--- config.mk ---
export PLATFORM = sky130hd
export DESIGN_NAME = mem_port_arbiter
export DESIGN_NICKNAME = d
export VERILOG_FILES = /design/src/rtl/mem_port_arbiter.sv
export SDC_FILE = /design/constraint.sdc
export NUM_CORES = 1
export LEC_CHECK = 0
export ABC_AREA = 1
export BUFFER_PORTS_ARGS = -buffer_cell sky130_fd_sc_hd__buf_2
export CORE_MARGIN = 1
export CORE_UTILIZATION = 46
export CTS_CLUSTER_DIAMETER = 80
export DETAILED_ROUTE_END_ITERATION = 10
export GPL_TIMING_DRIVEN = 0
export PLACE_DENSITY = 0.91
export SETUP_SLACK_MARGIN = 0.05
export SLEW_MARGIN = 5
export SYNTH_ARGS = -nofsm -noshare
export SYNTH_HDL_FRONTEND = slang
export SYNTH_SLANG_ARGS = --single-unit
--- constraint.sdc ---
create_clock -name clk -period 1.7 [get_ports clk]
set_input_delay 0.34 -clock clk [delete_from_list [all_inputs] [get_ports clk]]
set_output_delay 0.34 -clock clk [all_outputs]
set_load 0.02 [all_outputs]
--- src/rtl/mem_port_arbiter.sv ---
// mem_port_arbiter
// Shares one memory port between the instruction-fetch path and the
// load/store path. One transaction is in flight at a time: a request is
// granted in IDLE, driven on the memory port in ISSUE until accepted, and its
// response is routed back to the owning requester from WAIT.
//
// Ports
//   clk, rst                  system clock, synchronous active-high reset
//   if_req/if_addr            fetch request and byte address
//   if_ready/if_rvalid        fetch accept pulse / read-data-valid pulse
//   if_rdata                  last fetched word
//   d_req/d_we/d_addr/
//   d_wdata/d_be              load/store request and its fields
//   d_ready/d_rvalid          data accept pulse / response pulse
//   d_rdata                   last data response word
//   mem_req/mem_we/mem_addr/
//   mem_wdata/mem_be          registered memory request fields
//   mem_ready/mem_rvalid/
//   mem_rdata                 memory accept, response strobe, read data
//   busy                      a transaction is in progress
//   owner                     0 = fetch, 1 = data (current or last owner)
//
// state  | meaning
// IDLE   | arbitrate; a grant loads mem_* and pulses the winner's ready
// ISSUE  | mem_req high, fields held until mem_ready
// WAIT   | request accepted, waiting for mem_rvalid of the owner

module mem_port_arbiter #(
  parameter int DATA_WIDTH = 32,
  parameter int STREAK_MAX = 4
) (
  input  logic                  clk,
  input  logic                  rst,
  input  logic                  if_req,
  input  logic [DATA_WIDTH-1:0] if_addr,
  output logic                  if_ready,
  output logic                  if_rvalid,
  output logic [DATA_WIDTH-1:0] if_rdata,
  input  logic                  d_req,
  input  logic                  d_we,
  input  logic [DATA_WIDTH-1:0] d_addr,
  input  logic [DATA_WIDTH-1:0] d_wdata,
  input  logic [3:0]            d_be,
  output logic                  d_ready,
  output logic                  d_rvalid,
  output logic [DATA_WIDTH-1:0] d_rdata,
  output logic                  mem_req,
  output logic                  mem_we,
  output logic [DATA_WIDTH-1:0] mem_addr,
  output logic [DATA_WIDTH-1:0] mem_wdata,
  output logic [3:0]            mem_be,
  input  logic                  mem_ready,
  input  logic                  mem_rvalid,
  input  logic [DATA_WIDTH-1:0] mem_rdata,
  output logic                  busy,
  output logic                  owner
);

  localparam logic [1:0] ST_IDLE  = 2'd0;
  localparam logic [1:0] ST_ISSUE = 2'd1;
  localparam logic [1:0] ST_WAIT  = 2'd2;

  localparam logic [3:0] STREAK_LIMIT = 4'(STREAK_MAX);

  logic [1:0] state;
  logic [3:0] streak;
  logic       grant_d;
  logic       grant_f;

  // Data wins unless fetch has been passed over STREAK_MAX times in a row.
  assign grant_d = d_req && (!if_req || (streak != STREAK_LIMIT));
  assign grant_f = if_req && !grant_d;

  assign busy = (state != ST_IDLE);

  always_ff @(posedge clk) begin
    if (rst) begin
      state     <= ST_IDLE;
      streak    <= 4'd0;
      owner     <= 1'b0;
      if_ready  <= 1'b0;
      if_rvalid <= 1'b0;
      if_rdata  <= '0;
      d_ready   <= 1'b0;
      d_rvalid  <= 1'b0;
      d_rdata   <= '0;
      mem_req   <= 1'b0;
      mem_we    <= 1'b0;
      mem_addr  <= '0;
      mem_wdata <= '0;
      mem_be    <= 4'd0;
    end else begin
      if_ready  <= 1'b0;
      d_ready   <= 1'b0;
      if_rvalid <= 1'b0;
      d_rvalid  <= 1'b0;
      case (state)
        ST_IDLE: begin
          if (grant_d) begin
            mem_req   <= 1'b1;
            mem_we    <= d_we;
            mem_addr  <= d_addr;
            mem_wdata <= d_wdata;
            mem_be    <= d_be;
            d_ready   <= 1'b1;
            owner     <= 1'b1;
            state     <= ST_ISSUE;
            // Only a grant that actually bypasses a waiting fetch counts.
            if (if_req && (streak != STREAK_LIMIT)) begin
              streak <= streak + 4'd1;
            end
          end else if (grant_f) begin
            mem_req   <= 1'b1;
            mem_we    <= 1'b0;
            mem_addr  <= if_addr;
            mem_wdata <= '0;
            mem_be    <= 4'b1111;
            if_ready  <= 1'b1;
            owner     <= 1'b0;
            streak    <= 4'd0;
            state     <= ST_ISSUE;
          end
        end
        ST_ISSUE: begin
          if (mem_ready) begin
            mem_req <= 1'b0;
            state   <= ST_WAIT;
          end
        end
        ST_WAIT: begin
          if (mem_rvalid) begin
            if (owner) begin
              d_rdata  <= mem_rdata;
              d_rvalid <= 1'b1;
            end else begin
              if_rdata  <= mem_rdata;
              if_rvalid <= 1'b1;
            end
            state <= ST_IDLE;
          end
        end
        default: begin
          mem_req <= 1'b0;
          state   <= ST_IDLE;
        end
      endcase
    end
  end

endmodule

==> impl_metrics.env, run 1 <==
export IMPL_outcome="completed"
export IMPL_dp_hpwl_microns=12700
export IMPL_numCtsBuffers=17
export IMPL_ys_warn_count=0
export IMPL_arrival_ps=1950
export IMPL_slew_violations=0
export IMPL_fin_crit_ps=1600
export IMPL_grt_pass1_wl_microns=27200
export IMPL_clock_fmax_ghz=0.625
export IMPL_fin_cells=1283
export IMPL_synth_net_count=941
export IMPL_dr_pass1_iters=5
export IMPL_synth_cell_types=22
export IMPL_clkSinkCount=145
export IMPL_die_height_microns=114
export IMPL_endpoint="mem_wdata[14]$_SDFFE_PP0P_"
export IMPL_peakVddDrop_mv=0.642
export IMPL_p_int_uw=6510
export IMPL_r2r_end="mem_wdata[14]$_SDFFE_PP0P_"
export IMPL_rrSetupSlack_ps=100
export IMPL_diodes=0
export IMPL_htree_levels=4
export IMPL_place_congestion=0.833
export IMPL_fill_cells=1009
export IMPL_viasPerCell=4.93
export IMPL_ant_nets=0
export IMPL_hold_path_class="in -> reg"
export IMPL_initial_core_util_pct=47.5
export IMPL_final_util_pct=66.5
export IMPL_drive_gt1_share_pct=32.6
export IMPL_timing_slew_headroom_pct=62.9
export IMPL_p_leak_uw=0.00435
export IMPL_coreArea_sq_um=12100
export IMPL_rsz0062_at_grt="yes"
export IMPL_die_area_sq_um=12900
export IMPL_die_x_microns=114
export IMPL_antenna_found_initial=0
export IMPL_worstMarginPinSlew_ps=557
export IMPL_power_density_nw_per_um2=1130
export IMPL_overflow=0
export IMPL_groute_usage_overall_pct=26.6
export IMPL_wl_per_cell_microns=13.6
export IMPL_area_growth_syn_to_layout_pct=40.2
export IMPL_drv_cap=0
export IMPL_cts_buffer_depth=2
export IMPL_grt_pass1_vias=5815
export IMPL_p_comb_share_pct=17.8
export IMPL_start_kind="flop"
export IMPL_root_buffer="clkbuf_16"
export IMPL_end_kind="flop"
export IMPL_critPathLaunch="streak[0]$_SDFFE_PP0P_"
export IMPL_clkTransAtPathRegs_ps=60
export IMPL_p_switching_uw=2580
export IMPL_clock_skew_ps=5.70
export IMPL_fin_nets=1243
export IMPL_fin_area_sq_um=8020
export IMPL_synth_area_sq_um=5720
export IMPL_dpl_cell_area_sq_um=7320
export IMPL_critical_path_class="reg -> reg"
export IMPL_dr_first_iter_drc_count=505
export IMPL_syn_instance_count=800
export IMPL_yosysSeqAreaShare_pct=50.7
export IMPL_io_pins=279
export IMPL_period_share_pct=94.1
export IMPL_crit_fanout=7
export IMPL_rows=40
export IMPL_swShare_pct=28.4
export IMPL_drc_errors=0
export IMPL_rr_startpoint="streak[0]$_SDFFE_PP0P_"
export IMPL_clk_latency_ps=410
export IMPL_cts_tree="built"
export IMPL_dp_cells=1244
export IMPL_port_buffer_count=276
export IMPL_ys_seq_elements=145
export IMPL_finalSetupViolations=0
export IMPL_seq_power_share_pct=41.3
export IMPL_grt_max_degree=17
export IMPL_rr_worst_depth=10
export IMPL_vias=6322
export IMPL_clockPowerShare_pct=40.9
export IMPL_fin_setup_tns_ps=0
export IMPL_syn_area_per_cell_sq_um=7.16
export IMPL_required_ps=2060
export IMPL_finalHoldViolCount=0
export IMPL_totalWireLength_microns=17500
## Yosys cell counts
| cell type | instances | area (sq um) |
|---|---|---|
| nor2_1 | 211 | 792 |
| dfxtp_1 | 145 | 2900 |
| nand3_1 | 134 | 671 |
| nand2_1 | 120 | 450 |
| o21ai_0 | 66 | 330 |
| inv_1 | 48 | 180 |
| buf_2 | 26 | 130 |
| clkbuf_1 | 25 | 93.8 |
| a21oi_1 | 4 | 20.0 |
| inv_2 | 4 | 15.0 |
| ha_1 | 2 | 25.0 |
| nand2_2 | 2 | 12.5 |
| nand3b_1 | 2 | 15.0 |
| nor2_2 | 2 | 12.5 |
| nor2_4 | 2 | 22.5 |
| a21boi_0 | 1 | 7.51 |
| buf_1 | 1 | 3.75 |
| buf_4 | 1 | 7.51 |
| buf_6 | 1 | 11.3 |
| nor3_1 | 1 | 5.00 |
| o21bai_1 | 1 | 7.51 |
| xor2_1 | 1 | 8.76 |
## power groups by stage
stage / sequential (uW) / clock (uW) / combinational, uW
final: 3760 / 3720 / 1610
after global routing: 3780 / 3930 / 1780
after CTS: 3750 / 3770 / 1580
after detailed placement: 3820 / 0 / 1540
after global placement: 3810 / 0 / 1520
after floorplan: 4090 / 0 / 690
## worst min-delay path by stage
stage | endpoint | startpoint | depth (start not counted)
floorplan | mem_wdata[0]$_SDFFE_PP0P_ | d_wdata[0] | 2
global placement | mem_req$_SDFFE_PP0P_ | mem_req$_SDFFE_PP0P_ | 2
detailed placement | mem_wdata[8]$_SDFFE_PP0P_ | mem_wdata[8]$_SDFFE_PP0P_ | 2
CTS | mem_wdata[11]$_SDFFE_PP0P_ | d_wdata[11] | 3
global route | mem_wdata[3]$_SDFFE_PP0P_ | d_wdata[3] | 3
finish | mem_wdata[3]$_SDFFE_PP0P_ | d_wdata[3] | 3
## cell families (layout without fill, tap and decap cells)
logic type	count (synthesis)	count (layout)	share of synthesized area, %
simple gates	474	474	34.6
xor+xnor	1	1	0.153
compound gates	72	72	6.38
buf+inv	106	421	7.72
flops	145	145	50.7
fa+ha+maj	2	2	0.437
## final cells by class
cell class	instances	area [sq um]	area share (%)
Clock inverter	11	130	1.62
Buffer	54	274	3.42
Timing Repair Buffer	283	1440	17.9
Tap cell	168	210	2.62
Sequential cell	145	2910	36.2
Inverter	52	195	2.43
Clock buffer	21	470	5.86
Multi-Input combinational cell	549	2400	29.9
## worst max-delay path: stages (launching register included)
cell	delay, ps
dfxtp_4	360
inv_1	50
ha_2	170
nand2_1	70
inv_2	50
nand2_4	100
nand2_4	90
nor2_4	270
buf_4	210
nand3_1	90
nand2_1	80
## state kept, by name, summed over array words and instances, names as in the netlist, 2 cells and up
| register | count |
|---|---|
| state | 2 |
| if_rdata | 32 |
| mem_addr | 32 |
| d_rdata | 32 |
| streak | 4 |
| mem_be | 4 |
| mem_wdata | 32 |
## stage by stage
stage	hold slack, ps	worst slack, ps	total power, uW
finish	144	100	9090
global route	134	18.6	9490
CTS	127	62.6	9090
detailed placement	457	-87.5	5360
global placement	448	-60.7	5330
floorplan	471	276	4780
## placed cells by master (no fill, tap or decap), types with 3 or more instances in the layout
master | netlist | final
clkinvlp_4 | 0 | 3
nor2_1 | 211 | 211
nand3_1 | 134 | 133
clkbuf_2 | 0 | 4
nand2_1 | 120 | 120
clkbuf_1 | 25 | 21
clkinv_4 | 0 | 3
inv_1 | 48 | 46
inv_2 | 4 | 6
o21ai_1 | 0 | 3
buf_2 | 26 | 299
buf_6 | 1 | 5
clkbuf_8 | 0 | 3
dfxtp_1 | 145 | 143
a21oi_1 | 4 | 4
buf_4 | 1 | 7
clkbuf_16 | 0 | 17
o21ai_0 | 66 | 63
## metal layers
layer | vias up | track usage, % | wire (microns)
li1 | 3137 | - | -
met5 | - | 0 | 0
met4 | 0 | 11.6 | 522
met2 | 311 | 47.0 | 8740
met3 | 43 | 7.97 | 1410
met1 | 2831 | 29.4 | 6820
## what timing repair did
| action | CTS | global route |
|---|---|---|
| setup buffers | 2 | 3 |
| resized for setup | 8 | 24 |
| endpoints found under the hold margin | 0 | 0 |
| endpoints found under the setup margin | 48 | 76 |
| pin swaps | 1 | 3 |
| hold buffers | 0 | 0 |
| gates cloned | 0 | 2 |
Power figures use the tool's default switching activity.
==> run 2, diff against run 1 <==
Settings changed: CORE_UTILIZATION 46 to 45, PLACE_DENSITY 0.91 to 0.89.
==> run 2 against run 1 <==
Cell count decreased by 0.47%; fmax rose by 2.7%; register-to-register slack better by 40 ps; sequential power hardly changed; largest power group unchanged; highest routed layer unchanged; largest cell class unchanged; non-clock buffer count fell by 5.
==> impl_metrics.env, run 2 (same netlist as run 1, synthesis figures left out) <==
export IMPL_htree_levels=4
export IMPL_power_uw=8990
export IMPL_grt_pass1_vias=5886
export IMPL_initial_core_util_pct=46.9
export IMPL_die_x_microns=115
export IMPL_critical_path_class="reg -> reg"
export IMPL_rows=40
export IMPL_root_buffer="clkbuf_16"
export IMPL_crit_chain="inv_1, ha_1, nand2_1, inv_1, nand2_4, nand2_4, nor2_4, buf_4, nand3_1, nand2_1"
export IMPL_dr_first_iter_drc_count=496
export IMPL_r2r_end="mem_wdata[11]$_SDFFE_PP0P_"
export IMPL_slowest_stage="dfxtp_2"
export IMPL_cts_buffer_depth=2
export IMPL_groute_usage_overall_pct=26.7
export IMPL_clock_fmax_ghz=0.642
export IMPL_whs_ps=139
export IMPL_end_kind="flop"
export IMPL_rr_worst_depth=10
export IMPL_dp_cells=1244
export IMPL_period_share_pct=91.6
export IMPL_fin_nets=1238
export IMPL_clkSinkCount=145
export IMPL_viasPerCell=4.91
export IMPL_die_height_microns=115
export IMPL_diodes=0
export IMPL_wl_per_cell_microns=13.7
export IMPL_clock_skew_ps=8.58
export IMPL_critPathTopFamily="simple AND/OR/NAND/NOR gates"
export IMPL_outcome="completed"
export IMPL_vias=6269
export IMPL_final_cell_mix="buf_2, nor2_1, dfxtp_1, nand3_1, nand2_1"
export IMPL_port_buffer_count=276
export IMPL_timing_slew_headroom_pct=58.8
export IMPL_finalHoldViolCount=0
export IMPL_overflow=0
export IMPL_hold_path_depth=3
export IMPL_rr_startpoint="streak[0]$_SDFFE_PP0P_"
export IMPL_fin_crit_ps=1560
export IMPL_final_common_cell="buf_2"
export IMPL_clkTransAtPathRegs_ps=60
export IMPL_dr_pass1_iters=7
export IMPL_cp_buffers_inverters=3
export IMPL_coreArea_sq_um=12200
export IMPL_finalSetupViolations=0
export IMPL_rsz0062_at_grt="yes"
export IMPL_arrival_ps=1920
export IMPL_die_area_sq_um=13200
export IMPL_grt_max_degree=17
export IMPL_required_ps=2060
export IMPL_io_pins=279
export IMPL_max_stage_delay_ps=360
export IMPL_grt_pass1_wl_microns=27300
export IMPL_place_congestion=0.847
export IMPL_numCtsBuffers=17
export IMPL_worstMarginPinSlew_ps=617
export IMPL_area_growth_syn_to_layout_pct=38.7
export IMPL_rrSetupSlack_ps=140
export IMPL_peakVddDrop_mv=0.629
export IMPL_p_leak_uw=0.00431
export IMPL_drive_gt1_share_pct=31.8
export IMPL_fin_cells=1277
export IMPL_ant_nets=0
export IMPL_drc_errors=0
export IMPL_antenna_found_initial=1
export IMPL_clk_latency_ps=410
export IMPL_crit_fanout=10
export IMPL_hold_path_class="in -> reg"
export IMPL_min_from="d_wdata[25]"
export IMPL_totalWireLength_microns=17500
export IMPL_slew_violations=0
export IMPL_start_kind="flop"
export IMPL_drv_cap=0
export IMPL_min_to="mem_wdata[25]$_SDFFE_PP0P_"
export IMPL_power_density_nw_per_um2=1130
export IMPL_cts_tree="built"
export IMPL_dp_hpwl_microns=13100
[run 2: changes by cell type in the layout (fill, tap and decap cells not counted), sizes merged]
cell	before	now
clkbuf	46	44
inv	53	54
buf	312	307
[run 2: through the flow]
stage	cell area (sq um)	setup TNS, ps	utilization [%]	setup slack (ps)
3_3_place_gp	7320	-2210	59.9	-92.2
4_1_cts	7930	0	64.9	59.1
3_5_place_dp	7320	-3370	59.9	-118
5_1_grt	7940	0	65.0	41.9
6_report	7940	0	65.0	143
2_1_floorplan	5720	0	-	276
[run 2: area by class of cell]
type                       instances  area [sq um]
tap                              168           210
clock buffer                      19           443
fill                            1099          4270
timing repair buffer             278          1400
clock inverter                    12           135
inverter                          52           195
sequential                       145          2900
buffer                            54           259
multi-input combinational        549          2400
[run 2: metal layers]
metal	share of wire (%)	global-route usage, %	vias to the layer above
li1	-	-	3129
met4	3.1	13.0	0
met2	49	48.6	293
met5	0	0	-
met3	8.7	7.54	42
met1	39	28.4	2805
[run 2: worst max-delay path by stage]
stage	end	from	cells past startpoint	slack [ps]
2_1_floorplan	mem_wdata[10]$_SDFFE_PP0P_	streak[0]$_SDFFE_PP0P_	10	280
3_3_place_gp	mem_wdata[11]$_SDFFE_PP0P_	streak[0]$_SDFFE_PP0P_	10	-90
3_5_place_dp	mem_wdata[18]$_SDFFE_PP0P_	streak[0]$_SDFFE_PP0P_	10	-120
4_1_cts	mem_addr[9]$_SDFFE_PP0P_	streak[0]$_SDFFE_PP0P_	10	60
5_1_grt	mem_wdata[11]$_SDFFE_PP0P_	streak[1]$_SDFFE_PP0P_	10	40
6_report	mem_wdata[11]$_SDFFE_PP0P_	streak[0]$_SDFFE_PP0P_	10	140
[run 2: repair_timing]
| action | CTS | global route |
|---|---|---|
| gates resized for setup | 6 | 11 |
| pin swaps | 1 | 1 |
| hold buffers | 0 | 0 |
| endpoints found under the setup margin | 45 | 80 |
| setup buffers | 2 | 0 |
[run 2: worst reg2reg max path: cells and delay by family, from the launching register on]
kind | cells | cell delay (ps)
flip-flops | 1 | 360
buffers and inverters | 3 | 330
AND/OR/NAND/NOR | 6 | 640
adder cells (fa/ha/maj) | 1 | 190
[run 2: power breakdown]
part	internal (uW)	switching (uW)
Clock	2200	1460
Combinational	565	1020
Sequential	3630	118
Total	6400	2590
